--- src/rtl/pcl_unit.sv ---
// Program-counter low byte of the 65C02 core: increment, loads, relative branch,
// plus a four-phase carry/borrow handshake that asks PCH to fix up on a page crossing.
module pcl_unit #(
   parameter logic [7:0] VEC_NMI    = 8'hFA,
   parameter logic [7:0] VEC_RES    = 8'hFC,
   parameter logic [7:0] VEC_IRQ    = 8'hFE,
   parameter int         HS_TIMEOUT = 15
) (
   input  logic       fclk,
   input  logic       reset,
   input  logic       instruction_decode_in,
   input  logic       adb_to_pc,
   input  logic       push_vector,
   input  logic [1:0] vector_sel,
   input  logic       branch_take,
   input  logic [7:0] branch_offset,
   input  logic       pc_inc,
   input  logic [7:0] db_in,
   input  logic [7:0] address_low_in,
   input  logic       carry_done,
   output logic [7:0] db_out,
   output logic [7:0] address_low_out,
   output logic       carry_to_pch,
   output logic       pch_dec,
   output logic       busy,
   output logic       hs_error
);

   localparam int CW = $clog2(HS_TIMEOUT + 1);

   typedef enum logic [1:0] {IDLE, REQ_UP, REQ_DN, RELEASE} state_e;

   state_e        state_q, state_d;
   logic [7:0]    pcl_q, pcl_d;
   logic [CW-1:0] cnt_q, cnt_d;
   logic          hs_error_q, hs_error_d;
   logic [8:0]    sum;
   logic [7:0]    vec;

   always_comb begin
      case (vector_sel)
         2'b00:   vec = VEC_NMI;
         2'b01:   vec = VEC_RES;
         default: vec = VEC_IRQ;
      endcase
   end

   always_comb begin
      // NOTE: every signal gets a default first so no path leaves one unassigned (no latch).
      state_d    = state_q;
      pcl_d      = pcl_q;
      cnt_d      = cnt_q + 1'b1;
      hs_error_d = hs_error_q;
      sum        = '0;
      case (state_q)
         IDLE: begin
            cnt_d = '0;
            if (instruction_decode_in) begin
               pcl_d = db_in;
            end else if (adb_to_pc) begin
               pcl_d = address_low_in;
            end else if (push_vector) begin
               pcl_d = vec;
            end else if (branch_take) begin
               // Carry out with a positive offset crosses up; no carry with a negative one crosses down.
               sum   = {1'b0, pcl_q} + {1'b0, branch_offset};
               pcl_d = sum[7:0];
               if (!branch_offset[7] && sum[8]) begin
                  state_d = REQ_UP;
               end else if (branch_offset[7] && !sum[8]) begin
                  state_d = REQ_DN;
               end
            end else if (pc_inc) begin
               sum   = {1'b0, pcl_q} + 9'd1;
               pcl_d = sum[7:0];
               if (sum[8]) begin
                  state_d = REQ_UP;
               end
            end
         end
         REQ_UP, REQ_DN: begin
            if (carry_done) begin
               state_d = RELEASE;
               cnt_d   = '0;
            end
         end
         RELEASE: begin
            if (!carry_done) begin
               state_d = IDLE;
               cnt_d   = '0;
            end
         end
         default: begin
            state_d = IDLE;
            cnt_d   = '0;
         end
      endcase

      // Handshake progress in the same cycle beats the timeout.
      if (state_q != IDLE && state_d == state_q && cnt_d == CW'(HS_TIMEOUT)) begin
         hs_error_d = 1'b1;
         state_d    = IDLE;
         cnt_d      = '0;
      end
   end

   always_ff @(posedge fclk) begin
      // NOTE: state registers use non-blocking assignments so all updates land together at the edge.
      if (reset) begin
         state_q    <= IDLE;
         pcl_q      <= 8'h00;
         cnt_q      <= '0;
         hs_error_q <= 1'b0;
      end else begin
         state_q    <= state_d;
         pcl_q      <= pcl_d;
         cnt_q      <= cnt_d;
         hs_error_q <= hs_error_d;
      end
   end

   assign db_out          = pcl_q;
   assign address_low_out = pcl_q;
   assign carry_to_pch    = (state_q == REQ_UP);
   assign pch_dec         = (state_q == REQ_DN);
   assign busy            = (state_q != IDLE);
   assign hs_error        = hs_error_q;

endmodule

--- config.mk ---
export PLATFORM = sky130hd
export DESIGN_NAME = pcl_unit
export DESIGN_NICKNAME = d
export VERILOG_FILES = /design/src/rtl/pcl_unit.sv
export SDC_FILE = /design/constraint.sdc
export NUM_CORES = 1
export LEC_CHECK = 0
export ABC_AREA = 1
export CORE_ASPECT_RATIO = 1.75
export CORE_MARGIN = 1.5
export CORE_UTILIZATION = 45
export DETAILED_ROUTE_END_ITERATION = 6
export GPL_ROUTABILITY_DRIVEN = 0
export GPL_TIMING_DRIVEN = 1
export PLACE_DENSITY = 0.84
export SYNTH_ARGS = -nofsm -noshare
export SYNTH_HDL_FRONTEND = slang
export SYNTH_SLANG_ARGS = --single-unit
--- constraint.sdc ---
create_clock -name fclk -period 2.6 [get_ports fclk]
set_input_delay 0.78 -clock fclk [delete_from_list [all_inputs] [get_ports fclk]]
set_output_delay 0.78 -clock fclk [all_outputs]
set_load 0.01 [all_outputs]
Word level (Yosys, flattened, before mapping)
Cells that the tools add are included.

word-level totals
  logic and storage cells = 46
  output and inout port bits = 20
  flip-flop bits (word level) = 15
  bits of input ports = 34

cells by class
  mux-type cells = 20
  add/sub/neg operators = 3
  equal/unequal tests = 6
  reduce and logical (&&, ||, !) cells = 13

operators with widths
  operator                                                               number
  8-bit 2-to-1 mux                                                       5
  2-bit 2-to-1 mux                                                       10
  4-bit one-hot mux with 3 select lines                                  1
  8-bit by 1-bit adder with 9-bit output, second input constant          1
  8-bit by 8-bit adder with 9-bit output                                 1
  4-bit 2-to-1 mux                                                       2
  2-bit one-hot mux with 3 select lines                                  1
  3-bit one-hot mux with 2 select lines                                  1
  5-bit nonzero test                                                     1
  4-bit by 1-bit adder with 4-bit output, second input constant          1
  2-bit by 1-bit equality test with 1-bit output, second input constant  2
  2-bit equality test, second input constant                             2
  4-bit equality test, second input constant                             1
  1-bit logical AND                                                      4
  2-bit logical NOT                                                      2
  2-bit OR reduction                                                     2
  2-bit equality test                                                    1
  1-bit logical NOT                                                      2
  2-bit AND reduction                                                    1
  2-bit nonzero test                                                     1

Logic depth before layout (Yosys ltp)
Gate-level depths: netlist (run 1).

  depth after elaboration = 14
  mapped depth = 16
  gate-level depth less buffers = 16

Worst setup path after synthesis (run 1)
Ideal clock, no wire load.

  kind = input to register
  start = in branch_offset[0]
  end = reg cnt_q[0]
  buffers on the path = 0
  stages on the path = 14
  path slack = 197 ps
  required time = 2487 ps
  library setup time = 113 ps
  arrival time = 2289 ps
  cells stage by stage = ha_1 -> fa_1 -> nand3_1 -> nand2_1 -> nand2_1 -> nand3_1 -> a21oi_1 -> nand2_1 -> nand2_1 -> nand2_1 -> nand2_1 -> nand3_2 -> nand2_2 -> nor2_1

between the ends
  word-level cells in the longest chain between the ends = 14
  elaborated cells on any way between the ends = 15
  classes of those cells = add/sub (1); eq/ne (1); mux (7); reduce/logical (6)

ends and longest elaborated chain
  what                                      line  source
  start: declaration                        16    input logic [7:0] branch_offset,
  8-bit by 8-bit adder with 9-bit output *  66    sum = {1'b0, pcl_q} + {1'b0, branch_offset};
  1-bit logical NOT                         70    end else if (branch_offset[7] && !sum[8]) begin
  1-bit logical AND                         70
  2-bit 2-to-1 mux                          70
  2-bit 2-to-1 mux *                        68    if (!branch_offset[7] && sum[8]) begin
  2-bit 2-to-1 mux *                        64    end else if (branch_take) begin
  2-bit 2-to-1 mux *                        62    end else if (push_vector) begin
  2-bit 2-to-1 mux *                        60    end else if (adb_to_pc) begin
  2-bit 2-to-1 mux *                        58    if (instruction_decode_in) begin
  2-bit one-hot mux with 3 select lines *   55    case (state_q)
  2-bit equality test *                     100   if (state_q != IDLE && state_d == state_q && cnt_d == CW'(HS_TIMEOUT)) begin
  1-bit logical AND * (2 in a row)          100
  2-bit OR reduction (no line) *            n/a
  end signal: assignment                    117   cnt_q <= cnt_d;
  end: declaration                          35    logic [CW-1:0] cnt_q, cnt_d;

Mark *: on every way between the ends. The rest lies on a longest branch, timed or not.
A chain may end at the register's enable or synchronous reset.

Worst setup path after layout (run 1)
  start = in branch_offset[5]
  end = reg state_q[0]

between the ends
  word-level cells in the longest chain between the ends = 14
  elaborated cells on any way between the ends = 15
  classes of those cells = add/sub (1); eq/ne (1); mux (7); reduce/logical (6)

ends and longest elaborated chain
  what                                      line  source
  8-bit by 8-bit adder with 9-bit output *  66
  1-bit logical NOT                         70
  1-bit logical AND                         70
  2-bit 2-to-1 mux                          70
  2-bit 2-to-1 mux *                        68
  2-bit 2-to-1 mux *                        64
  2-bit 2-to-1 mux *                        62
  2-bit 2-to-1 mux *                        60
  2-bit 2-to-1 mux *                        58
  2-bit one-hot mux with 3 select lines *   55
  2-bit equality test                       100
  1-bit logical AND (2 in a row)            100
  2-bit OR reduction (no line)              n/a
  end signal: assignment                    115   state_q <= state_d;
  end: declaration                          33    state_e state_q, state_d;

Marks and branches as above.

==> results of run 1 <==
==> how the worst max path moves through the flow <==
stage	end	cells after the start	slack, ns	from
final	state_q[0]	16	0.1	branch_offset[5]
after global routing	address_low_out[5]	15	-0.01	branch_offset[1]
after CTS	cnt_q[0]	14	0.03	branch_offset[3]
after detailed placement	cnt_q[3]	15	-0.37	branch_offset[0]
after global placement	cnt_q[1]	15	-0.30	branch_offset[0]
after floorplan	cnt_q[0]	14	0.20	branch_offset[0]
==> cells in the mapped netlist <==
cell       instances
o211ai_1           5
dfxtp_1           15
nor4_1             1
xor2_1             4
nor2_2             1
a21oi_2            1
buf_2              1
inv_2              2
a22oi_1            1
nand3_1           16
nand2_1           58
nor2_1            21
a21oi_1           28
nand4_1            3
inv_1             22
clkinv_1           1
a31oi_1            1
nand3_2            2
fa_1               1
o21ai_0           15
nor2_4             1
xnor2_1            2
or2_2              3
o221ai_1           1
buf_4             11
or3_1              1
o2111ai_1          1
nand2_2            2
ha_1              14
==> flip-flops by register name, indices dropped and copies added (netlist names) <==
signal	count
address_low_out	8
cnt_q	4
state_q	2
hs_error	1
==> what timing repair did <==
item	4_1_cts	5_1_grt
resized for setup	9	18
buffers inserted	3	0
pin swaps	9	6
hold endpoints to repair	0	0
setup endpoints to repair	7	9
==> layout make-up <==
cell class / count / area share
multi-input combinational: 183 / 0.475
timing repair buffer: 81 / 0.315
sequential: 15 / 0.128
inverter: 25 / 0.0399
tap: 43 / 0.0229
clock buffer: 4 / 0.0191
==> critical path, delay by kind of cell <==
family        cells  cell delay [ns]
buf+inv           5             0.92
fa+ha+maj         1             0.30
simple gates     10             0.67
==> where the power goes <==
part / leakage (nW) / switching, mW / internal, mW
sequential: 0.124 / 0.113 / 0.292
clock: 0.0228 / 0.0752 / 0.108
combinational: 0.913 / 0.677 / 0.703
total: 1.06 / 0.865 / 1.10
==> routing by layer <==
metal  GRT usage  vias to the layer above  part of all wire
met2       0.471                       61              0.58
met3      0.0227                        8             0.037
met1       0.279                      848              0.37
li1            -                      920                 -
met4       0.100                        0             0.018
met5           0                        -                 0
==> metrics by stage <==
step | std cells | setup slack, ns
floorplan | 235 | 0.197
global placement | 344 | -0.302
detailed placement | 344 | -0.366
CTS | 351 | 0.0290
global route | 351 | -0.0147
finish | 351 | 0.0989
==> logic make-up (layout without fill, tap and decap cells) <==
family / Yosys count / in the layout
AOI/OAI and AO/OA: 53 / 53
buffers and inverters: 37 / 110
adders and majority gates: 15 / 15
xor gates and xnor gates: 6 / 6
and+or+nand+nor: 109 / 109
DFF: 15 / 15
==> results_dict.tcl, run 1 <==
set metrics [dict create \
    nets 358 \
    maxCapViolations 0 \
    worstMarginPinSlew_ns 0.418 \
    critPathLaunchType "primary input" \
    slowest_stage "clkdlybuf4s50_1" \
    reg2reg_setup_slack_ns 0.43 \
    hold_depth 2 \
    synth_simple_gate_area_frac 0.318 \
    timing.critical_path.mode_cell "nand2_2" \
    port-buffer-count 53 \
    yosysUniqueCellTypes 29 \
    antennaDiodeCount 0 \
    slew-limit-headroom 0.719 \
    finalMaxSlewViolations 0 \
    avgSynthCellArea_um2 6.38 \
    crit_required_ns 2.78 \
    final_common_cell "clkdlybuf4s50_1" \
    overflow 0 \
    grt_antenna_before_repair 0 \
    cp.arrival_ns 2.68 \
    finalSetupViolCount 0 \
    synth_fa_ha_area_frac 0.130 \
    synth_compound_area_frac 0.195 \
    synth_area_leaders "dfxtp_1 20%, nand2_1 15%, ha_1 12%" \
    route.detailed.drc 0 \
    crit_chain "clkdlybuf4s50_1 -> ha_1 -> buf_4 -> nand2_1 -> nor2_2 -> nand2_2 -> nand2_2 -> nand2_2 -> nand2_1 -> nand2_1 -> nand2_2 -> nand2_2 -> buf_4 -> buf_4 -> buf_4 -> nor2_1" \
    worstPathMaxFanout 5 \
    synth.top_cell.area_share 0.200 \
    min_period_over_period 0.962 \
    drive_above_1_share 0.211 \
    clk_path_buf_depth 2 \
    cts_root_buf "clkbuf_8" \
    finClkSkew_ns 0.000666 \
    synth_fp_nets 284 \
    final_util 0.741 \
    hold_ws_ns 0.506 \
    grt_max_degree 11 \
    seq_area_um2 302 \
    synth_xor_area_frac 0.0351 \
    area_growth_pct 57.0 \
    cts_tree "done" \
    min_from "hs_error" \
    wire_per_inst_um 13.1 \
    cts_sinks 15 \
    tns_ns 0 \
    final_cell_mix "51 x clkdlybuf4s50_1, 50 x nand2_1, 28 x buf_4, 24 x a21oi_1, 22 x inv_1" \
    die-area_um2 3700 \
    endpoint_kind "flop" \
    firstDrtPassIters 5 \
    netlist_instances 235 \
    vdd_drop_max_v 0.000672 \
    multi_input_area_um2 1120 \
    muxShareOfSynthArea 0 \
    period_minus_slack_ns 2.50 \
    p_leak_nw 1.06 \
    r2r-end "cnt_q[0]" \
    io_pins 54 \
    routed_wl_um 4590 \
    fill_cells 268 \
    start_util 0.472 \
    insertion_delay_ns 0.24 \
    path_clk_slew_ns 0.06 \
    synth_top_family_by_area "simple AND/OR/NAND/NOR gates" \
    hold_class "flop to flop" \
    synth_top_area_cell "dfxtp_1" \
    cts_buffers 3 \
    r2r-start "state_q[1]" \
    die_x_um 46.6 \
    total_power_mw 1.97 \
    hold_viol 0 \
    htreeDepth 1 \
    ys_warn_count 0 \
    core-area_um2 3180 \
    syn_area_um2 1500 \
    placed_area_um2 2180 \
    yosysSeqAreaShare 0.200 \
    vias 1837 \
    cts_hold_buffers 0 \
    grt_usage 0.255 \
    drt_iter0_markers 65 \
    fp-row-count 27 \
    critPathKind "primary input to flop" \
    final_area_um2 2350 \
    fp.dieH_um 79.4 \
    drtAntennaViolNets 0 \
    synth-seq-cells 15 \
    clock.fmax_mhz 400 \
    first_global_vias 1775 \
    slowest_delay_ns 0.41 \
    reg2reg_depth 10 \
    dp_hpwl_um 3520 \
    grt_first_pass_wirelength_um 7180 \
    hold_end "hs_error" \
    power_density_nw_per_um2 837 \
    avgViaCountPerCell 5.23 \
    status "finished, final reports clean" \
]
Power figures use the tool's default switching activity.
==> run 2, diff against run 1 <==
Settings changed: CORE_ASPECT_RATIO 1.75 to 0.9, HOLD_SLACK_MARGIN from default to 0.05.
==> run 2 against run 1 <==
Compared with the run above: register-to-register slack worse by 0.02 ns; non-clock buffer count is 2 lower; first-iteration DRC count is 40% higher; critical path depth is 1 lower; global-route usage is 1.5 points lower; routed wire length is 1.9% higher; largest power group unchanged.
==> results_dict.tcl, run 2 (synthesized netlist as in run 1, its figures left out) <==
set metrics [dict create \
    status "finished, final reports clean" \
    grt_usage 0.240 \
    final_common_cell "nand2_1" \
    htreeDepth 1 \
    critPathKind "primary input to flop" \
    fin_cells 348 \
    fp.dieH_um 57.8 \
    critPathLaunchType "primary input" \
    start_util 0.481 \
    critPathLaunch "branch_offset[2]" \
    crit_required_ns 2.74 \
    cts_buffers 3 \
    dp_cells 340 \
    grt_antenna_before_repair 0 \
    port-buffer-count 53 \
    period_minus_slack_ns 2.50 \
    grt_first_pass_wirelength_um 7110 \
    cts_tree "done" \
    place_ws_ns -0.425 \
    path_clk_slew_ns 0.05 \
    worstPathMaxFanout 6 \
    setup_ws_ns 0.101 \
    cts_root_buf "clkbuf_8" \
    drt_iter0_markers 91 \
    final_cell_mix "54 x nand2_1, 47 x clkdlybuf4s50_1, 26 x buf_4, 25 x a21oi_1, 22 x inv_1" \
    routed_wl_um 4680 \
    area_growth_pct 57.3 \
    vdd_drop_max_v 0.000440 \
    fp-row-count 19 \
    cts_sinks 15 \
    firstDrtPassIters 4 \
    finClkSkew_ns 0.00413 \
    io_pins 54 \
    avgViaCountPerCell 5.40 \
    grt_max_degree 11 \
    clock.fmax_mhz 400 \
    power_density_nw_per_um2 831 \
    r2r-start "address_low_out[0]" \
    antennaDiodeCount 0 \
    route.detailed.drc 0 \
    min_period_over_period 0.961 \
    first_global_vias 1631 \
    die-area_um2 3690 \
    min_from "hs_error" \
    rsz0062_at_grt "yes" \
    overflow 0 \
    slew-limit-headroom 0.740 \
    drive_above_1_share 0.193 \
    worstMarginPinSlew_ns 0.389 \
    insertion_delay_ns 0.24 \
    drtAntennaViolNets 0 \
    vias 1878 \
    finalSetupViolCount 0 \
    p_leak_nw 1.09 \
    die_x_um 63.8 \
    hold_viol 0 \
    endpoint_kind "flop" \
    cts_hold_buffers 0 \
    maxCapViolations 0 \
    wire_per_inst_um 13.4 \
    finalMaxSlewViolations 0 \
    nets 356 \
    dp_hpwl_um 3370 \
    cp.arrival_ns 2.64 \
    largest_reg_flops 8 \
    hold_class "flop to flop" \
    core-area_um2 3110 \
    clk_path_buf_depth 2 \
]
run 2: path summary, 6_finish.rpt:
check,endpoint,slack (ns),cells after the start
worst max-delay path,cnt_q[2],0.10,15
worst min-delay path,hs_error,0.46,2
worst max register to register,cnt_q[2],0.41,15
worst min register to register,hs_error,0.46,2
run 2: area by class of cell:
type                            count  area [um^2]
Inverter                           25         93.8
Clock buffer                        4         45.0
Sequential cell                    15          302
Timing Repair Buffer               79          738
Multi-Input combinational cell    183         1130
Fill cell                         229          757
Tap cell                           42         52.6
run 2: worst max-delay path, cell delays in order:
cell	delay (ns)
clkdlybuf4s50_1	0.45
ha_4	0.30
nand3_2	0.09
nand2_2	0.11
nand2_2	0.07
nand3_2	0.09
nand2_1	0.07
nand3_1	0.08
nand2_1	0.07
nand2_1	0.10
nand2_1	0.06
nand2_1	0.07
nand3_2	0.11
nand2_4	0.12
nor2_2	0.05
run 2: metal layers:
layer	GRT usage	up-vias	wire length (um)
li1	-	919	-
met4	0.0621	0	27
met1	0.317	850	1950
met2	0.423	105	2310
met5	0	-	0
met3	0.0214	4	392
run 2: power by group:
| part | switching [mW] | leakage [nW] | internal, mW | total, mW |
|---|---|---|---|---|
| Clock | 0.0727 | 0.0228 | 0.108 | 0.181 |
| Combinational | 0.661 | 0.942 | 0.700 | 1.36 |
| Sequential | 0.125 | 0.124 | 0.293 | 0.418 |
| Total | 0.859 | 1.09 | 1.10 | 1.96 |
run 2: through the flow:
step / util / area, um^2 / setup TNS, ns / hold WS, ns / total power, mW
after global placement: 0.693 / 2160 / -2.73 / 0.450 / 1.56
after CTS: 0.726 / 2260 / 0 / 0.469 / 1.85
final: 0.757 / 2360 / 0 / 0.462 / 1.96
after global routing: 0.757 / 2360 / -0.144 / 0.491 / 2.11
after detailed placement: 0.693 / 2160 / -3.35 / 0.459 / 1.58
after floorplan: - / 1500 / 0 / 0.468 / 1.08
run 2: what timing repair did:
item,CTS,global route
setup buffers,4,0
setup endpoints to repair,8,9
gates cloned,0,0
pin swaps,9,20
resized for setup,9,19
==> run 3, diff against run 2 <==
Settings changed: REMOVE_ABC_BUFFERS from default to 1, SLEW_MARGIN from default to 20.
==> run 3 against run 2 <==
Compared with the run above: power increased by 1.1%; sequential cell count stayed put; cell count increased by 1.1%; hold slack improved by 0.019 ns; die area did not move; core utilization increased by 0.52 points; clock skew up 0.0021 ns; non-clock buffer count rose by 4; worst setup slack got worse by 0.035 ns; largest cell class unchanged; highest routed layer unchanged.
==> results_dict.tcl, run 3 (synthesized netlist as in run 1, its figures left out) <==
set metrics [dict create \
    grt_max_degree 11 \
    clk_path_buf_depth 2 \
    grt_usage 0.253 \
    fp.dieH_um 57.8 \
    tns_ns 0 \
    dp_hpwl_um 3540 \
    reg2reg_setup_slack_ns 0.46 \
    grt_antenna_before_repair 0 \
    vdd_drop_max_v 0.000557 \
    critPathLaunch "branch_offset[0]" \
    critPathLaunchType "primary input" \
    port-buffer-count 53 \
    finalSetupViolCount 0 \
    final_cell_mix "52 x nand2_1, 47 x clkdlybuf4s50_1, 30 x buf_4, 25 x a21oi_1, 22 x inv_1" \
    critPathBufInv 1 \
    period_minus_slack_ns 2.53 \
    vias 1876 \
    grtUsageMet1 0.331 \
    nets 360 \
    crit_required_ns 2.74 \
    area_growth_pct 58.3 \
    cp.arrival_ns 2.67 \
    critPathKind "primary input to flop" \
    insertion_delay_ns 0.25 \
    clock.fmax_mhz 394 \
    finalMaxSlewViolations 0 \
    crit_cells 17 \
    multi_input_area_um2 1120 \
    cts_sinks 15 \
    drtAntennaViolNets 0 \
    cts_tree "done" \
    hold_viol 0 \
    min_period_over_period 0.975 \
    timing.critical_path.mode_cell "nand2_1" \
    drt_iter0_markers 148 \
    io_pins 54 \
    worstPathMaxFanout 6 \
    final_util 0.762 \
    die_x_um 63.8 \
    hold_ws_ns 0.482 \
    path_clk_slew_ns 0.06 \
    status "finished, final reports clean" \
    cts_buffers 3 \
    r2r-end "cnt_q[3]" \
    slowest_stage "fa_2" \
    grt_first_pass_wirelength_um 7530 \
    fp-row-count 19 \
    routed_wl_um 4640 \
    cts_hold_buffers 0 \
    wire_per_inst_um 13.2 \
    critical_path.top_delay_family "simple AND/OR/NAND/NOR gates" \
    route.detailed.drc 0 \
    endpoint "cnt_q[3]" \
    slew-limit-headroom 0.737 \
    maxCapViolations 0 \
    final_common_cell "nand2_1" \
    hold_class "flop to flop" \
    min_from "hs_error" \
    seq_area_um2 302 \
    reg2reg_depth 16 \
    die-area_um2 3690 \
    start_util 0.481 \
    power_density_nw_per_um2 834 \
    gr-max-usage-layer "met2" \
    antennaDiodeCount 0 \
    drive_above_1_share 0.210 \
    p_leak_nw 1.10 \
    finClkSkew_ns 0.00621 \
    r2r-start "address_low_out[5]" \
    first_global_vias 1716 \
    core-area_um2 3110 \
    cts_root_buf "clkbuf_8" \
    total_power_mw 1.98 \
    use_met3 0.0369 \
    firstDrtPassIters 4 \
    worstMarginPinSlew_ns 0.395 \
    largest_reg_flops 8 \
    fill_cells 230 \
    met2_usage 0.449 \
    overflow 0 \
    slowest_delay_ns 0.37 \
    htreeDepth 1 \
    endpoint_kind "flop" \
    crit_chain "dlygate4sd2_1 -> ha_2 -> fa_2 -> nand3_2 -> nand2_2 -> nand2_2 -> nand2_1 -> nand2_1 -> nand2_1 -> nand2_1 -> nand2_1 -> nand2_2 -> nand2_1 -> nand2_1 -> nand3_2 -> nand2_4 -> nor2_1" \
    avgViaCountPerCell 5.33 \
]
-- run 3: cell count changes in the layout (fill, tap and decap cells not counted), sizes merged --
cell / before / now
dlymetal6s2s: 5 / 4
dlygate4sd2: 0 / 2
clkbuf: 4 / 3
clkinv: 1 / 2
buf: 26 / 30
clkdlybuf4s15: 1 / 0
-- run 3: power breakdown --
part           internal [mW]  switching [mW]
clock                  0.106          0.0817
combinational          0.702           0.674
sequential             0.292           0.125
total                   1.10           0.881
-- run 3: stage by stage --
stage | cells | worst slack [ns] | area [um^2]
2_1_floorplan | 223 | 0.197 | 1410
4_1_cts | 352 | 0.00796 | 2310
3_3_place_gp | 343 | -0.343 | 2180
6_report | 352 | 0.0651 | 2370
3_5_place_dp | 343 | -0.499 | 2180
5_1_grt | 352 | -0.0408 | 2370
-- run 3: cell type report --
cell class / count / share of cell area
Multi-Input combinational cell: 183 / 0.470
Timing Repair Buffer: 83 / 0.322
Sequential cell: 15 / 0.127
Inverter: 25 / 0.0395
Tap cell: 42 / 0.0221
Clock buffer: 3 / 0.0174
Clock inverter: 1 / 0.00211
-- run 3: how the worst min path moves through the flow --
stage	endpoint	cells past startpoint
finish	hs_error	2
global route	hs_error	2
CTS	hs_error	2
detailed placement	hs_error	2
global placement	hs_error	2
floorplan	hs_error	2
-- run 3: tightest hold or removal path: stages (launching register included) --
cell and delay, ns:
dfxtp_1 0.32, inv_1 0.06, a21oi_1 0.06
-- run 3: what timing repair did --
action | in CTS | in global routing
pin swaps | 11 | 7
resized for setup | 12 | 14
hold endpoints to repair | 0 | 0
endpoints found under the setup margin | 8 | 9
setup buffers | 5 | 0
-- run 3: per-layer routing --
| layer | up-vias | part of all wire |
|---|---|---|
| met5 | - | 0 |
| met4 | 0 | 0.011 |
| met2 | 104 | 0.48 |
| li1 | 929 | - |
| met1 | 837 | 0.45 |
| met3 | 6 | 0.062 |
